`config.mk`:
```
export PLATFORM = sky130hd
export DESIGN_NAME = fsfifo_wr_arbiter
export DESIGN_NICKNAME = d
export VERILOG_FILES = /design/src/rtl/fsfifo_wr_arbiter.sv
export SDC_FILE = /design/constraint.sdc
export NUM_CORES = 1
export LEC_CHECK = 0
export ABC_CLOCK_PERIOD_IN_PS = 3550
export CAP_MARGIN = 15
export CELL_PAD_IN_SITES_DETAIL_PLACEMENT = 0
export CELL_PAD_IN_SITES_GLOBAL_PLACEMENT = 2
export CORE_ASPECT_RATIO = 0.8
export CORE_MARGIN = 2
export CORE_UTILIZATION = 14
export CTS_CLUSTER_DIAMETER = 200
export DETAILED_ROUTE_END_ITERATION = 6
export GPL_ROUTABILITY_DRIVEN = 1
export GPL_TIMING_DRIVEN = 0
export PLACE_DENSITY_LB_ADDON = 0.1
export SYNTH_ARGS = -nofsm -noshare
export SYNTH_HDL_FRONTEND = slang
export SYNTH_SLANG_ARGS = --single-unit
```
`constraint.sdc`:
```
create_clock -name clk_i -period 3.55 [get_ports clk_i]
set_input_delay 0.355 -clock clk_i [delete_from_list [all_inputs] [get_ports clk_i]]
set_output_delay 0.355 -clock clk_i [all_outputs]
set_load 0.01 [all_outputs]
```
`src/rtl/fsfifo_wr_arbiter.sv`:
```
// Round-robin write arbiter with bounded burst locking in front of one fsfifo write port.
// Optional per-requester accepted-beat counters when FSFIFO_ARB_STATS_EN is defined.
module fsfifo_wr_arbiter #(
   parameter  int unsigned NREQ      = 4,
   parameter  int unsigned WIDTH     = 32,
   parameter  int unsigned MAX_BURST = 4,
   localparam int unsigned IDW       = $clog2(NREQ)
) (
   input  logic                  clk_i,
   input  logic                  reset_ni,
   input  logic [NREQ-1:0]       req_valid_i,
   input  logic [NREQ*WIDTH-1:0] req_data_i,
   output logic [NREQ-1:0]       req_ready_o,
   input  logic                  fifo_full_i,
   output logic                  fifo_wr_o,
   output logic [IDW+WIDTH-1:0]  fifo_wr_data_o,
   output logic [IDW-1:0]        grant_id_o,
   output logic                  locked_o
`ifdef FSFIFO_ARB_STATS_EN
   ,
   input  logic                  stats_clr_i,
   output logic [NREQ*16-1:0]    grant_cnt_o
`endif
);

   localparam int unsigned BCW = $clog2(MAX_BURST + 1);

   typedef enum logic {
      ST_OPEN,
      ST_LOCKED
   } state_t;

   state_t           state_q, state_d;
   logic [IDW-1:0]   rr_ptr_q, rr_ptr_d;
   logic [IDW-1:0]   owner_q, owner_d;
   logic [BCW-1:0]   beat_q, beat_d;
   logic [IDW-1:0]   scan_sel;
   logic [IDW-1:0]   sel;
   logic             sel_valid;
   logic             xfer;
   logic [WIDTH-1:0] data_arr [NREQ];

   function automatic logic [IDW-1:0] inc_mod(input logic [IDW-1:0] x);
      return (32'(x) == NREQ - 1) ? '0 : IDW'(32'(x) + 32'd1);
   endfunction

   for (genvar k = 0; k < NREQ; k++) begin : g_data
      assign data_arr[k] = req_data_i[k*WIDTH +: WIDTH];
   end

   // First valid requester at or after rr_ptr, wrapping; falls back to rr_ptr.
   always_comb begin
      logic        found;
      int unsigned idx;
      scan_sel = rr_ptr_q;
      found    = 1'b0;
      idx      = 0;
      for (int unsigned i = 0; i < NREQ; i++) begin
         idx = (32'(rr_ptr_q) + i) % NREQ;
         if (!found && req_valid_i[IDW'(idx)]) begin
            scan_sel = IDW'(idx);
            found    = 1'b1;
         end
      end
   end

   assign sel       = (state_q == ST_LOCKED) ? owner_q : scan_sel;
   assign sel_valid = req_valid_i[sel];
   assign xfer      = reset_ni & sel_valid & ~fifo_full_i;

   assign fifo_wr_o      = xfer;
   assign req_ready_o    = (reset_ni && !fifo_full_i) ? (NREQ'(1) << sel) : '0;
   assign grant_id_o     = reset_ni ? sel : '0;
   assign fifo_wr_data_o = reset_ni ? {sel, data_arr[sel]} : '0;
   assign locked_o       = reset_ni && (state_q == ST_LOCKED);

   always_ff @(posedge clk_i or negedge reset_ni) begin
      if (!reset_ni) begin
         state_q  <= ST_OPEN;
         rr_ptr_q <= '0;
         owner_q  <= '0;
         beat_q   <= '0;
      end else begin
         state_q  <= state_d;
         rr_ptr_q <= rr_ptr_d;
         owner_q  <= owner_d;
         beat_q   <= beat_d;
      end
   end

   // Everything holds while the FIFO is full so the selection never moves.
   always_comb begin
      state_d  = state_q;
      rr_ptr_d = rr_ptr_q;
      owner_d  = owner_q;
      beat_d   = beat_q;
      if (!fifo_full_i) begin
         if (state_q == ST_LOCKED) begin
            if (!sel_valid || (32'(beat_q) + 32'd1 >= MAX_BURST)) begin
               state_d  = ST_OPEN;
               beat_d   = '0;
               rr_ptr_d = inc_mod(owner_q);
            end else begin
               beat_d = beat_q + BCW'(1);
            end
         end else if (sel_valid) begin
            owner_d = sel;
            beat_d  = BCW'(1);
            if (MAX_BURST > 1) begin
               state_d = ST_LOCKED;
            end else begin
               rr_ptr_d = inc_mod(sel);
            end
         end
      end
   end

`ifdef FSFIFO_ARB_STATS_EN
   logic [15:0] cnt_q [NREQ];

   // Saturating accepted-beat counters; a clear beats a same-cycle increment.
   always_ff @(posedge clk_i or negedge reset_ni) begin
      if (!reset_ni) begin
         for (int unsigned k = 0; k < NREQ; k++) cnt_q[k] <= '0;
      end else begin
         for (int unsigned k = 0; k < NREQ; k++) begin
            if (stats_clr_i) begin
               cnt_q[k] <= '0;
            end else if (req_valid_i[k] && req_ready_o[k] && (cnt_q[k] != 16'hFFFF)) begin
               cnt_q[k] <= cnt_q[k] + 16'd1;
            end
         end
      end
   end

   for (genvar k = 0; k < NREQ; k++) begin : g_cnt
      assign grant_cnt_o[k*16 +: 16] = cnt_q[k];
   end
`endif

endmodule

```
# After elaboration in Yosys (flattened, before gate mapping)
# Index checks and enable logic that the tools add are counted.
[totals]
ff_bits = 8
inputBits = 135
output_inout_bits = 42
word_cells = 69
[op_classes]
n_addsub = 6
magnitude_cmp = 7
n_eq_ne = 1
shifts = 1
muxes = 30
n_bitwise = 5
reduce_logical = 15
[op_table]
columns = ["cell", "count"]
rows = [
  ["32-bit binary-select mux with 2-bit select", 1],
  ["32-bit 2-to-1 mux", 2],
  ["34-bit 2-to-1 mux", 1],
  ["2-bit by 3-bit < comparator with 1-bit output (second input constant)", 5],
  ["2-bit 2-to-1 mux", 6],
  ["1-bit 2-to-1 mux", 11],
  ["1-bit binary-select mux with 2-bit select", 5],
  ["3-bit 2-to-1 mux", 3],
  ["3-bit AND reduction", 2],
  ["1-bit logical AND", 5],
  ["1-bit logical NOT", 5],
  ["2-bit by 1-bit adder with 2-bit output (second input constant)", 2],
  ["2-bit adder (second input constant)", 2],
  ["3-bit by 1-bit adder with 4-bit output (second input constant)", 1],
  ["4-bit by 3-bit >= comparator with 1-bit output (second input constant)", 1],
  ["4-bit 2-to-1 mux", 1],
  ["1-bit by 2-bit << shifter with 4-bit output (first input constant)", 1],
  ["3-bit by 1-bit adder with 3-bit output (second input constant)", 1],
  ["3-bit >= comparator (second input constant)", 1],
  ["2-bit inverter with 3-bit output", 1],
  ["1-bit AND", 2],
  ["2-bit == test (second input constant)", 1],
  ["1-bit inverter", 2],
  ["2-bit AND reduction", 1],
  ["2 further kinds", 2],
]

# Logic depth before layout (Yosys ltp)
# Gate-level depths: netlist of run 1.
[depth]
word_depth = 19
ltp_mapped = 8
mapped_depth_nobuf = 6

# Worst setup path before layout of run 1
# No wires, ideal clock.
[synth_timing]
path_kind = "reg-to-output"
startpoint = "register state_q"
endpoint = "output fifo_wr_data_o[0]"
arrival_time_ns = 1.780
required_time_ns = 3.195
setup_slack_ns = 1.415
stages_incl_launch_ff = 9
path_buffers = 2
path_cell_list = "dfrtp_1 > buf_2 > inv_1 > a22o_1 > o31ai_1 > o2bb2ai_1 > buf_2 > a22oi_1 > a21boi_1"
[synth_via]
elab_chain_len = 6
[synth_rtl]
columns = ["element", "line", "text"]
rows = [
  ["from (decl)", "33", "state_t state_q, state_d;"],
  ["from (signal assigned)", "84", "state_q <= state_d;"],
  ["2-bit 2-to-1 mux", "67", "assign sel = (state_q == ST_LOCKED) ? owner_q : scan_sel;"],
  ["2-bit inverter with 3-bit output (not written as such)", "74", "assign fifo_wr_data_o = reset_ni ? {sel, data_arr[sel]} : '0;"],
  ["32-bit binary-select mux with 2-bit select", "74", ""],
  ["32-bit 2-to-1 mux (not written as such) (2 in a row)", "74", ""],
  ["34-bit 2-to-1 mux", "74", ""],
  ["to (decl)", "16", "output logic [IDW+WIDTH-1:0] fifo_wr_data_o,"],
]
# No other way between the ends. The select of a mux whose other input is x is not followed.

# Worst setup path after layout of run 1
[layout_timing]
startpoint = "input req_valid_i[2]"
endpoint = "output fifo_wr_data_o[21]"
[layout_via]
elab_chain_len = 18
[layout_rtl]
columns = ["element", "line", "text"]
rows = [
  ["from (decl)", "11", "input logic [NREQ-1:0] req_valid_i,"],
  ["1-bit binary-select mux with 2-bit select", "60", "if (!found && req_valid_i[IDW'(idx)]) begin"],
  ["1-bit 2-to-1 mux (not written as such)", "60", ""],
  ["1-bit 2-to-1 mux", "60", ""],
  ["1-bit logical NOT", "60", ""],
  ["1-bit logical AND", "60", ""],
  ["1-bit 2-to-1 mux", "60", ""],
  ["1-bit logical NOT", "60", ""],
  ["1-bit logical AND", "60", ""],
  ["1-bit 2-to-1 mux", "60", ""],
  ["1-bit logical NOT", "60", ""],
  ["1-bit logical AND", "60", ""],
  ["2-bit 2-to-1 mux (*)", "60", ""],
  ["2-bit 2-to-1 mux (*)", "67", ""],
  ["2-bit inverter with 3-bit output (not written as such) (*)", "74", ""],
  ["32-bit binary-select mux with 2-bit select (*)", "74", ""],
  ["32-bit 2-to-1 mux (not written as such) (*) (2 in a row)", "74", ""],
  ["34-bit 2-to-1 mux (*)", "74", ""],
]
# Mark *: on every way between the ends. The rest lies on a longest branch, timed or not. The select of a mux whose other input is x is not followed.

==> results.py, run 1 <==
metrics = {
    "run_status": {
        "result_of_the_run": "completed",
    },
    "setup_path": {
        "worst_setup_path_start_kind": "primary input",
        "setup.worst_path.class": "in -> out",
        "worst_ep_arrival_time_ns": 3.07,
        "worst_ep_required_time_ns": 3.19,
        "worstPathMaxFanout": 10,
        "worstSetupEndpointType": "primary output",
    },
    "power": {
        "fin_total_pwr_uw": 2417,
        "worst_ir_drop_vdd_uv": 207.5,
        "p_leak_uw": 0.001312,
        "power.density_nw_per_um2": 654.6,
    },
    "cts": {
        "cts.htree.levels": 1,
        "hold_buffers": 0,
        "tritoncts": "yes",
        "numCtsBuffers": 3,
        "number_of_buffers_on_the_longest_clock_path": 2,
        "cts.root.buffer_cell": "clkbuf_16",
        "cts.reportedPaths.clkPinSlew_ns": 0.04,
        "worstSkewPairLatency_ns": 0.23,
        "cts.sink_count": 8,
    },
    "placed_design": {
        "io_buffers": 175,
        "post-place-cells": 529,
        "detailedPlacementHpwl_um": 7694,
        "gp_congestion": 0.7538,
        "detailedPlace.worstSlack_ns": -0.02001,
    },
    "route": {
        "routed-via-count": 2423,
        "route.antenna.remaining_nets": 0,
        "drt-initial-drc-count": 81,
        "wl_um": 9650,
        "first_pass_drt_iterations": 4,
        "routed_via_density": 4.546,
        "post-route-drc-count": 0,
        "wire_per_inst_um": 18.11,
    },
    "global_route": {
        "number_of_global_route_vias_before_repair": 2343,
        "antenna_found_initial": 0,
        "global_route_wire_length_before_repair_um": 14370,
        "grt_start_max_net_pins": 18,
        "grt_util_all_layers": 0.1436,
        "gr-total-overflow": 0,
    },
    "floorplan": {
        "floorplan.initialDensity": 0.1421,
        "design.portCount": 177,
        "placeableCoreArea_um2": 11430,
        "fp.dieH_um": 100.3,
        "floorplan.die.width_um": 124.4,
        "die-area_um2": 12480,
        "core.rowCount": 35,
    },
    "sta": {
        "drv_slew": 0,
        "max_freq_ghz": 0.2918,
        "final_period_minus_worst_setup_slack_ns": 3.427,
        "fin_crit_sh": 0.9654,
        "hold_viol": 0,
        "worst_slack_ns": 0.1227,
        "rsz_0062_raised_after_global_routing": "true",
        "timing_worst_slew_pin_value_ns": 0.7573,
        "report.final.setup_viol": 0,
        "holdWs_ns": 0.5349,
        "fin_tns_setup_ns": 0,
        "worst_clock_skew_ns": 0.0003601,
        "worst_slew_slack_as_a_fraction_of_its_limit": 0.4935,
    },
    "synthesis": {
        "netlist_area_um2": 1624,
        "synth.lib_cells_used.distinct": 42,
        "yosysSeqAreaShare": 0.1233,
        "ys_seq_elements": 8,
        "synth-warning-count": 0,
        "avgSynthCellArea_um2": 7.884,
        "synthFlopType": "dfrtp_1",
        "postSynth.asyncResetShare": 1.000,
        "synth-edff-count": 0,
        "postSynthCellCount": 206,
        "syn_nets": 343,
    },
    "finish": {
        "post_route_cells_drive_above_1_share": 0.08571,
        "finish.cell_count_without_fillers": 533,
        "areaGrowthSynthToFinish_pct": 127.3,
        "insertedDiodeCount": 0,
        "layout.nets": 524,
    },
    "run": {
        "cap_violations": 0,
    },
    "hold_path": {
        "hold_class": "in -> reg",
    },
}
[worst max-delay path, cell delays in order]
cell and delay, ns:
clkdlybuf4s50_1 0.64, nor2b_1 0.18, o21ai_1 0.10, a311oi_4 0.45, o2bb2ai_2 0.24, buf_4 0.26
a22oi_1 0.11, a21boi_1 0.17, clkdlybuf4s50_1 0.57
[synthesized netlist by cell type, types with 5 or more instances]
library cell | count | area, µm²
a22oi_1 | 64 | 480.5
a21boi_1 | 30 | 225.2
buf_2 | 11 | 55.05
dfrtp_1 | 8 | 200.2
nor2_1 | 8 | 30.03
nor2b_1 | 8 | 50.05
a21oi_1 | 6 | 30.03
inv_1 | 6 | 22.52
buf_4 | 5 | 37.54
nand2_1 | 5 | 18.77
nand2b_1 | 5 | 31.28
nor3_1 | 5 | 25.02
[placed cells by master, fill, tap and decap left out, types with 3 or more instances in the layout]
cell type,count
a21boi_1,30
nand2b_1,5
and2_1,3
buf_4,9
clkbuf_1,4
nor2b_1,8
nor2_1,8
inv_1,6
o21ai_0,3
clkbuf_16,3
nand2_1,5
nor3_1,4
a22oi_1,64
a21boi_0,3
buf_2,5
clkbuf_4,3
a21oi_1,6
dfrtp_1,8
clkdlybuf4s50_1,173
[stage by stage]
stage / instance area, µm² / util
2_1_floorplan: 1624 / -
5_1_grt: 3692 / 0.3230
6_report: 3692 / 0.3230
4_1_cts: 3647 / 0.3191
3_3_place_gp: 3561 / 0.3115
3_5_place_dp: 3561 / 0.3115
[cell families (layout without fill, tap and decap cells)]
group                      count (synthesis)  after routing  synth area share
AOI/OAI and AO/OA                        127            127            0.6233
buffers and inverters                     26            205           0.08012
DFF                                        8              8            0.1233
adders and majority gates                  2              2           0.01541
muxes                                      4              4           0.02619
and+or+nand+nor                           39             39            0.1317
[path summary, 6_finish.rpt]
check	startpoint	endpoint	slack (ns)	depth (start not counted)
worst max-delay path	req_valid_i[2]	fifo_wr_data_o[21]	0.12	9
worst min-delay path	fifo_full_i	state_q	0.53	3
worst max register to register	rr_ptr_q[0]	rr_ptr_q[1]	1.43	6
worst min register to register	beat_q[0]	beat_q[0]	0.55	1
max in group asynchronous	reset_ni	rr_ptr_q[1]	2.50	1
min in group asynchronous	reset_ni	beat_q[2]	0.57	1
[report_power, final]
part           switching (µW)  total (µW)  internal, µW
Clock                    45.9         191           145
Combinational            1030        2050          1020
Sequential               44.5         176           132
[flip-flops by register name (all words and copies together), names as in the netlist]
name      cells
owner_q       2
state_q       1
rr_ptr_q      2
beat_q        3
[area by class of cell]
| cell class | instances | area [µm²] |
|---|---|---|
| fill | 1201 | 7737 |
| timing repair buffer | 176 | 1764 |
| multi-input combinational | 172 | 1323 |
| sequential | 8 | 200.2 |
| tap | 148 | 185.2 |
| buffer | 20 | 122.6 |
| clock buffer | 3 | 75.07 |
| inverter | 6 | 22.52 |
[metal layers]
layer  global-route usage  share of wire
met1               0.1965           0.47
met2               0.2493           0.49
met3              0.01919          0.037
met4              0.01729         0.0079
met5                    0              0
[timing repair]
action | 4_1_cts | 5_1_grt
resized for setup | 2 | 13
endpoints found under the setup margin | 11 | 29
pin swaps | 0 | 0
setup buffers | 0 | 1
No activity file was read; power rests on OpenSTA's default activity.
==> run 2: changes to the inputs <==
- CAP_MARGIN: 15 -> 20
==> results of run 2 <==
Same layout as run 1: the final DEF is identical, and so are final timing and power.
